==> src/rtl/pipeline_hazard_ctrl_if.sv <==
// Hazard-controller bundle: pipeline status in, stage-register controls and perf counters out.
// The controller takes the slave modport; the pipeline datapath takes the master modport.
interface pipeline_hazard_ctrl_if #(
  parameter int CNT_W = 32
);
  logic             idex_mem_read;
  logic [4:0]       idex_rd;
  logic [4:0]       ifid_rn;
  logic [4:0]       ifid_rm;
  logic             ifid_uses_rm;
  logic             br_taken;
  logic             mem_busy;
  logic             pc_en;
  logic             ifid_en;
  logic             idex_en;
  logic             exmem_en;
  logic             memwr_en;
  logic             ifid_flush;
  logic             idex_bubble;
  logic             mem_timeout;
  logic [CNT_W-1:0] stall_cnt;
  logic [CNT_W-1:0] flush_cnt;
  logic [CNT_W-1:0] freeze_cnt;

  modport master (
    output idex_mem_read, idex_rd, ifid_rn, ifid_rm, ifid_uses_rm, br_taken, mem_busy,
    input  pc_en, ifid_en, idex_en, exmem_en, memwr_en, ifid_flush, idex_bubble,
    input  mem_timeout, stall_cnt, flush_cnt, freeze_cnt
  );

  modport slave (
    input  idex_mem_read, idex_rd, ifid_rn, ifid_rm, ifid_uses_rm, br_taken, mem_busy,
    output pc_en, ifid_en, idex_en, exmem_en, memwr_en, ifid_flush, idex_bubble,
    output mem_timeout, stall_cnt, flush_cnt, freeze_cnt
  );
endinterface

==> src/rtl/pipeline_hazard_ctrl.sv <==
// Load-use stall, taken-branch flush and memory-busy freeze control for the 5-stage pipeline.
// Define HAZ_PERF_CNT_EN to build the stall/flush/freeze performance counters.
module pipeline_hazard_ctrl #(
  parameter int BRANCH_PENALTY = 1,
  parameter int MEM_TIMEOUT    = 255,
  parameter int CNT_W          = 32
) (
  input  logic                   clk,
  input  logic                   reset,
  pipeline_hazard_ctrl_if.slave  hz
);

  typedef enum logic {RUN, FLUSH} state_t;

  localparam logic [2:0] FLUSH_INIT  = 3'(BRANCH_PENALTY - 1);
  localparam logic [7:0] TIMEOUT_LIM = 8'(MEM_TIMEOUT - 1);

  state_t     state, state_next;
  logic [2:0] flush_left, flush_left_next;
  logic [7:0] busy_cnt;
  logic       timeout_q;
  logic       load_use;

  // XZR (x31) is never a real producer, so it cannot cause a load-use stall
  assign load_use = hz.idex_mem_read && (hz.idex_rd != 5'd31) &&
                    ((hz.idex_rd == hz.ifid_rn) ||
                     (hz.ifid_uses_rm && (hz.idex_rd == hz.ifid_rm)));

  always_ff @(posedge clk) begin
    if (!reset) begin
      state      <= RUN;
      flush_left <= 3'd0;
    end else begin
      state      <= state_next;
      flush_left <= flush_left_next;
    end
  end

  // Freeze and stall cycles both hold the flush sequence so it spans exactly BRANCH_PENALTY flush cycles
  always_comb begin
    state_next      = state;
    flush_left_next = flush_left;
    if (!hz.mem_busy && !load_use) begin
      case (state)
        RUN: begin
          if (hz.br_taken && (BRANCH_PENALTY > 1)) begin
            state_next      = FLUSH;
            flush_left_next = FLUSH_INIT;
          end
        end
        FLUSH: begin
          flush_left_next = flush_left - 3'd1;
          if (flush_left == 3'd1) begin
            state_next = RUN;
          end
        end
        default: state_next = RUN;
      endcase
    end
  end

  always_comb begin
    hz.pc_en       = 1'b0;
    hz.ifid_en     = 1'b0;
    hz.idex_en     = 1'b0;
    hz.exmem_en    = 1'b0;
    hz.memwr_en    = 1'b0;
    hz.ifid_flush  = 1'b0;
    hz.idex_bubble = 1'b0;
    if (reset && !hz.mem_busy) begin
      hz.idex_en  = 1'b1;
      hz.exmem_en = 1'b1;
      hz.memwr_en = 1'b1;
      if (load_use) begin
        hz.idex_bubble = 1'b1;
      end else begin
        hz.pc_en      = 1'b1;
        hz.ifid_en    = 1'b1;
        hz.ifid_flush = (state == FLUSH) || hz.br_taken;
      end
    end
  end

  // Busy run length saturates at 255, so the sticky flag works for any MEM_TIMEOUT up to 255
  always_ff @(posedge clk) begin
    if (!reset) begin
      busy_cnt  <= 8'd0;
      timeout_q <= 1'b0;
    end else if (hz.mem_busy) begin
      if (busy_cnt != 8'hFF) begin
        busy_cnt <= busy_cnt + 8'd1;
      end
      if (busy_cnt >= TIMEOUT_LIM) begin
        timeout_q <= 1'b1;
      end
    end else begin
      busy_cnt <= 8'd0;
    end
  end

  assign hz.mem_timeout = timeout_q;

`ifdef HAZ_PERF_CNT_EN
  localparam logic [CNT_W-1:0] CNT_ONE = CNT_W'(1);

  logic [CNT_W-1:0] stall_q, flush_q, freeze_q;

  always_ff @(posedge clk) begin
    if (!reset) begin
      stall_q  <= '0;
      flush_q  <= '0;
      freeze_q <= '0;
    end else begin
      if (hz.idex_bubble && (stall_q != '1)) begin
        stall_q <= stall_q + CNT_ONE;
      end
      if (hz.ifid_flush && (flush_q != '1)) begin
        flush_q <= flush_q + CNT_ONE;
      end
      if (hz.mem_busy && (freeze_q != '1)) begin
        freeze_q <= freeze_q + CNT_ONE;
      end
    end
  end

  assign hz.stall_cnt  = stall_q;
  assign hz.flush_cnt  = flush_q;
  assign hz.freeze_cnt = freeze_q;
`else
  assign hz.stall_cnt  = {CNT_W{1'b0}};
  assign hz.flush_cnt  = {CNT_W{1'b0}};
  assign hz.freeze_cnt = {CNT_W{1'b0}};
`endif

endmodule

==> src/flat_wrapper.sv <==
// flat-port wrapper written by rule: the top's interface ports become plain ports
module pipeline_hazard_ctrl_flat 
#(
  parameter int BRANCH_PENALTY = 1,
  parameter int MEM_TIMEOUT    = 255,
  parameter int CNT_W          = 32
)
  (clk, reset, hz_idex_mem_read, hz_idex_rd, hz_ifid_rn, hz_ifid_rm, hz_ifid_uses_rm, hz_br_taken, hz_mem_busy, hz_pc_en, hz_ifid_en, hz_idex_en, hz_exmem_en, hz_memwr_en, hz_ifid_flush, hz_idex_bubble, hz_mem_timeout, hz_stall_cnt, hz_flush_cnt, hz_freeze_cnt);
  pipeline_hazard_ctrl_if #(.CNT_W(CNT_W)) hz_i ();
  input  logic clk;
  input  logic reset;
  input wire logic [$bits(hz_i.idex_mem_read)-1:0] hz_idex_mem_read;
  input wire logic [$bits(hz_i.idex_rd)-1:0] hz_idex_rd;
  input wire logic [$bits(hz_i.ifid_rn)-1:0] hz_ifid_rn;
  input wire logic [$bits(hz_i.ifid_rm)-1:0] hz_ifid_rm;
  input wire logic [$bits(hz_i.ifid_uses_rm)-1:0] hz_ifid_uses_rm;
  input wire logic [$bits(hz_i.br_taken)-1:0] hz_br_taken;
  input wire logic [$bits(hz_i.mem_busy)-1:0] hz_mem_busy;
  output wire logic [$bits(hz_i.pc_en)-1:0] hz_pc_en;
  output wire logic [$bits(hz_i.ifid_en)-1:0] hz_ifid_en;
  output wire logic [$bits(hz_i.idex_en)-1:0] hz_idex_en;
  output wire logic [$bits(hz_i.exmem_en)-1:0] hz_exmem_en;
  output wire logic [$bits(hz_i.memwr_en)-1:0] hz_memwr_en;
  output wire logic [$bits(hz_i.ifid_flush)-1:0] hz_ifid_flush;
  output wire logic [$bits(hz_i.idex_bubble)-1:0] hz_idex_bubble;
  output wire logic [$bits(hz_i.mem_timeout)-1:0] hz_mem_timeout;
  output wire logic [$bits(hz_i.stall_cnt)-1:0] hz_stall_cnt;
  output wire logic [$bits(hz_i.flush_cnt)-1:0] hz_flush_cnt;
  output wire logic [$bits(hz_i.freeze_cnt)-1:0] hz_freeze_cnt;
  assign hz_i.idex_mem_read = hz_idex_mem_read;
  assign hz_i.idex_rd = hz_idex_rd;
  assign hz_i.ifid_rn = hz_ifid_rn;
  assign hz_i.ifid_rm = hz_ifid_rm;
  assign hz_i.ifid_uses_rm = hz_ifid_uses_rm;
  assign hz_i.br_taken = hz_br_taken;
  assign hz_i.mem_busy = hz_mem_busy;
  assign hz_pc_en = hz_i.pc_en;
  assign hz_ifid_en = hz_i.ifid_en;
  assign hz_idex_en = hz_i.idex_en;
  assign hz_exmem_en = hz_i.exmem_en;
  assign hz_memwr_en = hz_i.memwr_en;
  assign hz_ifid_flush = hz_i.ifid_flush;
  assign hz_idex_bubble = hz_i.idex_bubble;
  assign hz_mem_timeout = hz_i.mem_timeout;
  assign hz_stall_cnt = hz_i.stall_cnt;
  assign hz_flush_cnt = hz_i.flush_cnt;
  assign hz_freeze_cnt = hz_i.freeze_cnt;
  pipeline_hazard_ctrl #(.BRANCH_PENALTY(BRANCH_PENALTY), .MEM_TIMEOUT(MEM_TIMEOUT), .CNT_W(CNT_W)) u_core (.clk(clk), .reset(reset), .hz(hz_i));
endmodule
==> config.mk <==
export PLATFORM = sky130hd
export DESIGN_NAME = pipeline_hazard_ctrl_flat
export DESIGN_NICKNAME = d
export VERILOG_FILES = /design/src/rtl/pipeline_hazard_ctrl_if.sv /design/src/rtl/pipeline_hazard_ctrl.sv /design/src/flat_wrapper.sv
export SDC_FILE = /design/constraint.sdc
export NUM_CORES = 1
export LEC_CHECK = 0
export CAP_MARGIN = 20
export CELL_PAD_IN_SITES_DETAIL_PLACEMENT = 0
export CELL_PAD_IN_SITES_GLOBAL_PLACEMENT = 2
export CORE_MARGIN = 2
export CORE_UTILIZATION = 31
export CTS_CLUSTER_SIZE = 25
export DETAILED_ROUTE_END_ITERATION = 8
export DONT_BUFFER_PORTS = 1
export GPL_TIMING_DRIVEN = 0
export MAX_ROUTING_LAYER = met4
export PLACE_DENSITY = 0.82
export SLEW_MARGIN = 40
export SYNTH_ARGS = -nofsm -noshare
export SYNTH_HDL_FRONTEND = slang
export SYNTH_SLANG_ARGS = --single-unit
==> constraint.sdc <==
create_clock -name clk -period 1.7 [get_ports clk]
set_input_delay 0.34 -clock clk [delete_from_list [all_inputs] [get_ports clk]]
set_output_delay 0.34 -clock clk [all_outputs]
set_load 0.005 [all_outputs]
# Yosys cells after proc, flatten, opt, wreduce, memory -nomap -nowiden
# Cells that the tools add are included.
# classes
n_div	0
multipliers	0
eq_ne	5
add_sub_neg	2
order_cmp	1
mux	9
n_reduce_logical	12
n_shift	0
bitwise	0
# op_table
operator	count
$eq A5 B5 Y1	2
$mux W1	9
$add A8 B1 Y8 const B	1
$ge A8 B8 Y1 const B	1
$ne A8 B8 Y1 const B	1
$reduce_and A2 Y1	3
$logic_and A1 B1 Y1	5
$ne A5 B5 Y1 const B	1
$eq A3 B1 Y1 const B	1
$sub A3 B1 Y3 const B	1
$logic_not A1 Y1	2
$logic_or A1 B1 Y1	2
# totals
mem_count	0
ramBits	0
elab_cells	33
latch_bits	0
reg_bits	13
inputBits	21
romBits	0
output_inout_bits	104

# Depth between registers and ports, before layout
# logic_depth
word_depth	7
mapped_depth	6
mapped_depth_nobuf	5

# Worst setup path after synthesis
# OpenSTA, ideal clock, no wires.
# synth_timing
path_kind	input to output
start	input port hz_idex_rd[4]
end	output port hz_pc_en
cell_stages	6
t_required_ns	1.360
arrival_time_ns	1.185
path_slack_ns	0.175
n_path_buf	1
path_cell_list	xnor2_1 nand3_1 o22ai_2 and2_2 nor2_1 buf_4
# synth_via
elab_chain_cells	6
elab_cells_between_ends	9
classes_between	eq/ne: 3; mux: 2; reduce/logical: 4
# synth_lines
element	line_no	text
start: declaration	flat_wrapper.sv:13	input wire logic [$bits(hz_i.idex_rd)-1:0] hz_idex_rd;
$eq A5 B5 Y1	pipeline_hazard_ctrl.sv:27	(hz.ifid_uses_rm && (hz.idex_rd == hz.ifid_rm)));
$logic_and A1 B1 Y1	pipeline_hazard_ctrl.sv:27	
$logic_or A1 B1 Y1	pipeline_hazard_ctrl.sv:26	((hz.idex_rd == hz.ifid_rn) ||
$logic_and A1 B1 Y1 (*)	pipeline_hazard_ctrl.sv:25	assign load_use = hz.idex_mem_read && (hz.idex_rd != 5'd31) &&
$mux W1 (*) (2 in a row)	-	
end: declaration	flat_wrapper.sv:19	output wire logic [$bits(hz_i.pc_en)-1:0] hz_pc_en;
# Mark *: on every way between the ends. The rest lies on a longest branch, timed or not.

# Worst setup path in the final report
# layout_timing
start	input port hz_idex_rd[0]
end	output port hz_pc_en
# Same word-level chain as after synthesis.

==> results.cfg <==
[yosys]
synth_cell_types = 30
synth_common_cells = buf_4 (99), nand2_1 (14), dfxtp_1 (13)
yosysMostFrequentCell = buf_4
syn_inst = 195
yosys_register_bits = 13
synth_edf_count = 0
synthTopCellsByArea = buf_4 (48%), dfxtp_1 (17%), xnor2_1 (6.8%), nand2_1 (3.4%), ha_1 (3.3%)
yosys.area.top_type = buf_4
synth.avg_cell_area_um2 = 7.88
synth_top_area_share_pct = 48.4
synth_seq_area_share_pct = 16.9
async_flop_share_pct = 0
synth_top_flop_cell = dfxtp_1
ys_warn_count = 0
syn_area_um2 = 1540

[pwr]
p_switching_mw = 0.233
p_comb_share_pct = 32.7
clkPwrFrac_pct = 32.1
power_density_nw_per_um2 = 431
p_sw_share_pct = 26.4
ir_drop_v = 0.000198
finalPower_mw = 0.881
intPower_mw = 0.648
power_leakage_nw = 1.16
power.share.sequential_pct = 35.2

[floorplan]
io_pins = 125
die_area_um2 = 5540
rows = 25
initial_core_util_pct = 32.3
core_um2 = 4750
fp.dieW_um = 74.4
fp.dieH_um = 74.4

[critical_path]
cp.arrival_ns = 1.23
cp-end-kind = primary output
worstReg2RegStart = u_core.busy_cnt[0]$_SDFFE_PN0P_
start_kind = input port
path_class = input port to primary output
cp-startpoint = hz_idex_rd[0]
required_ns = 1.36
critPathMaxFanout = 4

[detailed_routing]
viasPerCell = 3.13
drc = 0
via_count = 1136
wirelength_mm = 2.48
first_pass_iters = 4
drtIter0Drc = 10
wl_per_cell_um = 6.82
ant_nets = 0

[worst_hold_path]
hold_path.class = input port to register
hp-start = hz_mem_busy

[grt]
grt_overflow = 0
grt_pass1_wl_mm = 3.37
grt_max_degree = 11
grt_pass1_vias = 857
grt_usage_pct = 8.07
antenna_found_initial = 0

[timing]
hold_viol = 0
maxSlewViolCount = 0
max_freq_mhz = 635
min_period_ns = 1.57
finalSetupViolCount = 0
whs_ns = 0.276
min_period_over_period_pct = 92.6
final.setup_skew_ns = 0.00103

[clocking]
clkSlewWorstSetupHoldPaths_ns = 0.06
clock_sinks = 13
clock_latency_ns = 0.25
clock_path_buffers = 2
ctsHoldBuffers = 0
cts_buffers = 3
cts_tree = built
htree_levels = 1
cts-root-buf = clkbuf_8

[place]
post-dp-hpwl_mm = 2.21
numPlacedInstances = 357
placement.io_buffers = 0
placed_cell_area_um2 = 1980
place.gp.congestion = 0.693

[flow_run]
drv_cap = 0

[cells_and_area]
stdcell_area_um2 = 2050
n_antenna_cell = 0
fin_nets = 322
area_delta_synth_final_pct = 33.1
fin_cells = 363
drive_gt1_share_pct = 37.5

[outcome]
status = completed
[registers in the layout, indices dropped and copies added (netlist names)]
register	flops
u_core.busy_cnt	8
u_core.flush_left	3
u_core.hz.mem_timeout	1
u_core.state	1
[worst max-delay path, stage by stage]
cell and delay [ns]:
xnor2_1 0.14, nand3_1 0.14, o22ai_4 0.23, and2_2 0.19, nor2_1 0.06, buf_4 0.14
[metrics by stage]
step / setup slack (ns) / utilization (%) / setup TNS [ns]
after floorplan: 0.175 / - / 0
after global placement: 0.0950 / 41.6 / 0
after detailed placement: 0.0693 / 41.6 / 0
after CTS: 0.0558 / 42.5 / 0
after global routing: -0.00375 / 43.0 / -0.00375
final: 0.126 / 43.0 / 0
[logic make-up (layout without fill, tap and decap cells)]
logic type	Yosys count	count (layout)	share of synthesized area, %
AOI/OAI and AO/OA	16	16	7.57
xor gates and xnor gates	13	13	7.41
adders and majority gates	4	4	3.26
buffers and inverters	104	110	49.6
DFF	13	13	16.9
muxes	3	3	1.95
other	1	96	0.244
and+or+nand+nor	41	41	13.0
[worst paths after layout]
check / endpoint / slack (ns) / cells past startpoint
max: hz_pc_en / 0.13 / 6
min: u_core.flush_left[2]$_SDFFE_PN0P_ / 0.28 / 2
max reg2reg: u_core.busy_cnt[0]$_SDFFE_PN0P_ / 0.19 / 5
min reg2reg: u_core.flush_left[1]$_SDFFE_PN0P_ / 0.46 / 2
[what timing repair did]
action	in CTS	in global routing
buffers inserted	0	2
endpoints found under the setup margin	0	1
gates resized for setup	0	3
[power by group through the flow]
stage	registers (mW)	clock network [mW]	logic [mW]
after floorplan	0.316	0	0.262
after global placement	0.317	0	0.270
after detailed placement	0.317	0	0.270
after CTS	0.310	0.288	0.271
after global routing	0.311	0.300	0.323
final	0.310	0.283	0.288
[layout by cell type (no fill, tap or decap), types with 4 or more instances in the layout]
master	instances
nand2_1	14
conb_1	96
a21oi_1	4
nor2_1	9
inv_1	4
ha_1	4
nand2b_1	4
nand3_1	5
xnor2_1	12
dfxtp_1	13
buf_4	101
[metal layers]
metal	vias up	GRT usage, %	wire length (µm)
met5	-	-	0
met4	0	4.76	53
met3	5	0.949	269
met2	65	15.9	1290
met1	436	7.18	865
li1	630	-	-
[layout make-up]
| class | instances | area (µm²) |
|---|---|---|
| buffer | 100 | 748 |
| clock buffer | 4 | 45.0 |
| fill | 509 | 2710 |
| inverter | 4 | 15.0 |
| multi-input combinational | 173 | 878 |
| sequential | 13 | 260 |
| tap | 67 | 83.8 |
| timing repair buffer | 2 | 15.0 |
Power figures use the tool's default switching activity.
